## src/rtl/fifo_if_pkg.sv

```systemverilog
// ============================================================================
// Module  : fifo_if_pkg
// Brief   : Shared definitions for the dual-clock FIFO write/read interfaces.
// Revision: 1.0 - initial release
// ============================================================================
`default_nettype none

package fifo_if_pkg;

    localparam int DW_DEFAULT = 4;

    localparam logic [2:0] S_IDLE      = 3'd0;
    localparam logic [2:0] S_FETCH     = 3'd1;
    localparam logic [2:0] S_LOAD      = 3'd2;
    localparam logic [2:0] S_HANDSHAKE = 3'd3;
    localparam logic [2:0] S_RELEASE   = 3'd4;

    typedef enum logic [2:0] {
        IDLE      = S_IDLE,
        FETCH     = S_FETCH,
        LOAD      = S_LOAD,
        HANDSHAKE = S_HANDSHAKE,
        RELEASE   = S_RELEASE
    } state_e;

endpackage

`default_nettype wire

```

## src/rtl/fifo_if2_reader_hs_timeout.sv

```systemverilog
// ============================================================================
// Module  : hs_timeout
// Brief   : Saturating handshake wait counter with sticky timeout error flag.
// Revision: 1.0 - initial release
// ============================================================================
`default_nettype none

module hs_timeout #(
    parameter int TIMEOUT = 255
) (
    input  logic clk_2,
    input  logic reset,
    input  logic clear,
    input  logic en,
    output logic err
);

    localparam int WW = (TIMEOUT > 0) ? $clog2(TIMEOUT + 1) : 1;
    localparam logic [WW-1:0] c_MAX = WW'(TIMEOUT);
    localparam logic [WW-1:0] c_PRE = (TIMEOUT > 0) ? WW'(TIMEOUT - 1) : '0;

    logic [WW-1:0] r_wait_cnt;
    logic          r_err;

    // err rises on the same edge that wait_cnt lands on TIMEOUT
    always_ff @(posedge clk_2 or posedge reset) begin
        if (reset) begin
            r_wait_cnt <= '0;
            r_err      <= 1'b0;
        end else begin
            if (clear) begin
                r_wait_cnt <= '0;
            end else if (en && (r_wait_cnt != c_MAX)) begin
                r_wait_cnt <= r_wait_cnt + WW'(1);
            end
            if ((TIMEOUT != 0) && en && ((r_wait_cnt == c_PRE) || (r_wait_cnt == c_MAX))) begin
                r_err <= 1'b1;
            end
        end
    end

    assign err = r_err;

endmodule

`default_nettype wire

```

## src/rtl/fifo_if2_reader.sv

```systemverilog
// ============================================================================
// Module  : fifo_if2_reader
// Brief   : FIFO read-side interface: pops words and delivers them over req/ack.
// Revision: 1.0 - initial release
// ============================================================================
`default_nettype none

module fifo_if2_reader
    import fifo_if_pkg::*;
#(
    parameter int DW      = DW_DEFAULT,
    parameter int CW      = 8,
    parameter int TIMEOUT = 255
) (
    input  logic          clk_2,
    input  logic          reset,
    input  logic          rempty,
    input  logic [DW-1:0] rdata,
    output logic          rinc,
    output logic          IF2_req,
    output logic [DW-1:0] IF2_data,
    input  logic          ack,
    output logic [CW-1:0] xfer_cnt,
    output logic          err
);

    state_e        r_state;
    logic          r_req;
    logic [DW-1:0] r_data;
    logic [CW-1:0] r_xfer_cnt;
    logic          w_hs_clear;
    logic          w_hs_en;

    always_ff @(posedge clk_2 or posedge reset) begin
        if (reset) begin
            r_state    <= IDLE;
            r_req      <= 1'b0;
            r_data     <= '0;
            r_xfer_cnt <= '0;
        end else begin
            case (r_state)
                IDLE: r_state <= FETCH;
                FETCH: begin
                    if (!rempty) r_state <= LOAD;
                end
                // FIFO output register holds the popped word during LOAD
                LOAD: begin
                    r_data  <= rdata;
                    r_req   <= 1'b1;
                    r_state <= HANDSHAKE;
                end
                HANDSHAKE: begin
                    if (ack) begin
                        r_req      <= 1'b0;
                        r_xfer_cnt <= r_xfer_cnt + CW'(1);
                        r_state    <= RELEASE;
                    end
                end
                RELEASE: begin
                    if (!ack) r_state <= FETCH;
                end
                default: r_state <= IDLE;
            endcase
        end
    end

    assign rinc       = (r_state == FETCH) && !rempty;
    assign w_hs_clear = (r_state == HANDSHAKE) && ack;
    assign w_hs_en    = (r_state == HANDSHAKE) && !ack;

    hs_timeout #(
        .TIMEOUT (TIMEOUT)
    ) u_hs_timeout (
        .clk_2 (clk_2),
        .reset (reset),
        .clear (w_hs_clear),
        .en    (w_hs_en),
        .err   (err)
    );

    assign IF2_req  = r_req;
    assign IF2_data = r_data;
    assign xfer_cnt = r_xfer_cnt;

endmodule

`default_nettype wire

```

## config.mk

```make
export PLATFORM = sky130hd
export DESIGN_NAME = fifo_if2_reader
export DESIGN_NICKNAME = d
export VERILOG_FILES = /design/src/rtl/fifo_if_pkg.sv /design/src/rtl/fifo_if2_reader_hs_timeout.sv /design/src/rtl/fifo_if2_reader.sv
export SDC_FILE = /design/constraint.sdc
export NUM_CORES = 1
export LEC_CHECK = 0
export BUFFER_PORTS_ARGS = -buffer_cell sky130_fd_sc_hd__buf_2
export CAP_MARGIN = 0
export CORE_ASPECT_RATIO = 0.75
export CORE_MARGIN = 2
export CORE_UTILIZATION = 40
export DETAILED_ROUTE_END_ITERATION = 10
export GPL_TIMING_DRIVEN = 0
export SETUP_SLACK_MARGIN = 0.15
export SLEW_MARGIN = 25
export SYNTH_ARGS = -nofsm -noshare
export SYNTH_HDL_FRONTEND = slang
export SYNTH_SLANG_ARGS = --single-unit
```

## constraint.sdc

```tcl
create_clock -name clk_2 -period 1.7 [get_ports clk_2]
set_clock_uncertainty 0.05 [all_clocks]
set_input_delay 0.255 -clock clk_2 [delete_from_list [all_inputs] [get_ports clk_2]]
set_output_delay 0.255 -clock clk_2 [all_outputs]
set_load 0.02 [all_outputs]
```

==> results.cfg <==
[grt]
globalRoute.totalOverflow = 0
global_route.usage.total = 0.141
antenna_found_initial = 0
pin_count_of_the_biggest_net_entering_global_routing = 26
wire_length_of_the_first_global_routing_pass_um = 4070
first_global_vias = 927

[clock_network]
cts_hold_buf = 0
clkSlewWorstSetupHoldPaths_ps = 90
cts_root_buf = sky130_fd_sc_hd__clkbuf_8
clock_path_buffers = 2
cts_tree = yes
clock_insertion_delay_at_the_later_pin_of_the_skew_report_ps = 270
cts.sinks = 25
cts.htree.levels = 1
post-cts-setup-buffers = 0
cts_buffers = 3

[placement]
dp_slack_ps = 42.7
globalplace.congestion = 0.794
detailedPlacementHpwl_um = 1700
port_buffers = 21
postPlaceCellArea_um2 = 1430

[job]
drv_cap = 0

[status]
failing_checks = hold timing
result_of_the_run = complete, but fails checks

[timing]
max-slew-margin-rel = 0.652
fin_ws_ps = 192
unrepaired_setup_endpoints_after_global_routing = true
setup_viol = 0
hold_violations_final = 25
final_max_slew_viol_count = 0
fmax_mhz = 663
worstMarginPinSlew_ps = 522
fin_crit_sh = 0.887
hold_ws_ps = -44.3
tns_ps = 0
final_critical_delay_including_setup_and_external_delays_ps = 1510

[power]
powerDensity_nw_per_um2 = 1510
pleak_uw = 0.000723
total_power_uw = 2260
worst_ir_drop_vdd_uv = 727

[setup_path]
crit_path_top_delay_cell = sky130_fd_sc_hd__dfrtp_1
critical_path_buf_inv_count = 2
critical_path_peak_fanout = 10
crit_path_max_incr_delay_ps = 430
startpoint = r_state[1]
crit_type = flop to primary output
worstReg2RegStart = r_state[2]
worstPathArrival_ps = 1200
cp_top_family = flip-flops
critical_path.cell_chain = buf_6, nor3_1, buf_2
startpoint_type = flop
timing.critical_path.to_type = primary output
timing.critical_path.required_ps = 1390

[detailed_routing]
postRouteAntennaNets = 0
post_detailed_route_via_to_cell_ratio = 5.20
detail_route.wirelength_um = 2360
drt-wirelength-per-cell_um = 13.2
dr.first_iter.drc_count = 23
drt-pass1-iter-count = 6
vias = 930
remaining_drc_errors = 0

[layout]
area.growth.synth_to_final_pct = 17.0
most_frequent_cells_in_the_layout = sky130_fd_sc_hd__dfrtp_1, sky130_fd_sc_hd__buf_2, sky130_fd_sc_hd__a21oi_1
layout.filler_cells = 282
layout-drive-gt1-share = 0.348
finish.instance_area_um2 = 1490
final_net_count = 153
antennaDiodeCount = 0
final_core_utilization = 0.498
mostFrequentLayoutCell = sky130_fd_sc_hd__dfrtp_1

[logic_synthesis]
mappedNetlistNets = 126
syn-instance-count = 115
synth-seq-area-share = 0.490
synthesis_stage_register_bit_count = 25
yosys_warnings = 0
synthesized_area_per_cell_um2 = 11.1
synth_area_um2 = 1280
synth.lib_cells_used.distinct = 42

[floorplanning]
initial_core_util = 0.426
floorplan_core_area_um2 = 3000
width_of_the_die_um = 69.2
die_h_um = 52.9
dieArea_um2 = 3660
placementRows = 17
num_io_pins = 23

[worst_hold_path]
hold_class = input pin to asynchronous set/reset pin
## synth_stat cells
cell type	instances	area, um^2
sky130_fd_sc_hd__a211oi_1	1	7.51
sky130_fd_sc_hd__a21boi_0	2	15.0
sky130_fd_sc_hd__a21o_1	1	7.51
sky130_fd_sc_hd__a21oi_1	7	35.0
sky130_fd_sc_hd__a311o_2	1	11.3
sky130_fd_sc_hd__a31o_2	1	8.76
sky130_fd_sc_hd__a31oi_1	2	12.5
sky130_fd_sc_hd__and2_1	2	12.5
sky130_fd_sc_hd__and3_1	3	18.8
sky130_fd_sc_hd__and3_2	1	7.51
sky130_fd_sc_hd__and4_1	3	26.3
sky130_fd_sc_hd__and4b_1	1	10.0
sky130_fd_sc_hd__and4b_4	1	13.8
sky130_fd_sc_hd__buf_2	1	5.00
sky130_fd_sc_hd__buf_6	2	22.5
sky130_fd_sc_hd__clkbuf_1	1	3.75
sky130_fd_sc_hd__clkbuf_2	2	10.0
sky130_fd_sc_hd__dfrtp_1	25	626
sky130_fd_sc_hd__ha_1	3	37.5
sky130_fd_sc_hd__inv_1	6	22.5
sky130_fd_sc_hd__mux2_2	4	45.0
sky130_fd_sc_hd__mux2_4	1	15.0
sky130_fd_sc_hd__mux2i_1	1	10.0
sky130_fd_sc_hd__nand2_1	6	22.5
sky130_fd_sc_hd__nand2b_1	1	6.26
sky130_fd_sc_hd__nand3_1	4	20.0
sky130_fd_sc_hd__nand3b_4	1	20.0
sky130_fd_sc_hd__nand4_1	3	18.8
sky130_fd_sc_hd__nand4_2	1	12.5
sky130_fd_sc_hd__nor2_1	6	22.5
sky130_fd_sc_hd__nor2_2	1	6.26
sky130_fd_sc_hd__nor2b_1	1	6.26
sky130_fd_sc_hd__nor3_1	4	20.0
sky130_fd_sc_hd__nor3_4	1	16.3
sky130_fd_sc_hd__nor3b_4	1	18.8
sky130_fd_sc_hd__o21a_1	1	7.51
sky130_fd_sc_hd__o21ai_0	1	5.00
sky130_fd_sc_hd__o21ai_2	1	8.76
sky130_fd_sc_hd__o21bai_1	1	7.51
sky130_fd_sc_hd__o22ai_1	2	12.5
sky130_fd_sc_hd__xnor2_1	5	43.8
sky130_fd_sc_hd__xor2_1	2	17.5
## area by class of cell
class                           instances  area [um^2]  share of cell area
Inverter                                6         22.5              0.0151
Timing Repair Buffer                   21          105              0.0704
Multi-Input combinational cell         79          597               0.400
Clock inverter                          1         7.51             0.00503
Buffer                                  6         45.0              0.0302
Tap cell                               38         47.5              0.0319
Clock buffer                            3         41.3              0.0277
Sequential cell                        25          627               0.420
## path summary, 6_finish.rpt
check	to	slack, ps	cells past startpoint
worst max-delay path	rinc	190	3
worst min-delay path	IF2_data[3]	-40	2
worst max register to register	xfer_cnt[1]	240	3
worst min register to register	xfer_cnt[7]	420	1
max in group asynchronous	r_state[2]	1260	2
min in group clk_2	IF2_data[0]	160	2
## per-stage QoR
stage / std cells / hold WS, ps
global placement: 174 / 400
finish: 179 / -44.3
detailed placement: 174 / 407
CTS: 178 / 153
floorplan: 115 / 232
global route: 179 / 4.64
## state kept, by name (all words and copies together) (netlist names)
register                 flops
IF2_data                     4
IF2_req                      1
u_hs_timeout.err             1
r_state                      3
u_hs_timeout.r_wait_cnt      8
xfer_cnt                     8
## metal layers
| layer | up-vias | GRT usage | part of all wire |
|---|---|---|---|
| met1 | 440 | 0.171 | 0.49 |
| met4 | 0 | 0.0458 | 0.0097 |
| met5 | - | 0 | 0 |
| met2 | 21 | 0.239 | 0.45 |
| met3 | 4 | 0.0495 | 0.050 |
| li1 | 465 | - | - |
## logic make-up after synthesis
kind of cell,count (synthesis),synth area share
AND/OR/NAND/NOR,41,0.219
flip-flops,25,0.490
AO/OA/AOI/OAI,21,0.109
buffers and inverters,12,0.0500
XOR/XNOR,7,0.0480
multiplexers,6,0.0549
adder cells (fa/ha/maj),3,0.0294
## repair_timing
item / CTS / global route
setup endpoints to repair: 2 / 6
gates resized for setup: 2 / 3
pin swaps: 0 / 1
gates cloned: 0 / 1
hold endpoints to repair: 0 / 0
## power breakdown
group          leakage (uW)  switching [uW]  internal [uW]
Combinational      0.000379             517            426
Clock             0.0000217             196            166
Sequential         0.000322             171            785
Total              0.000723             884           1380
Power figures use the tool's default switching activity.
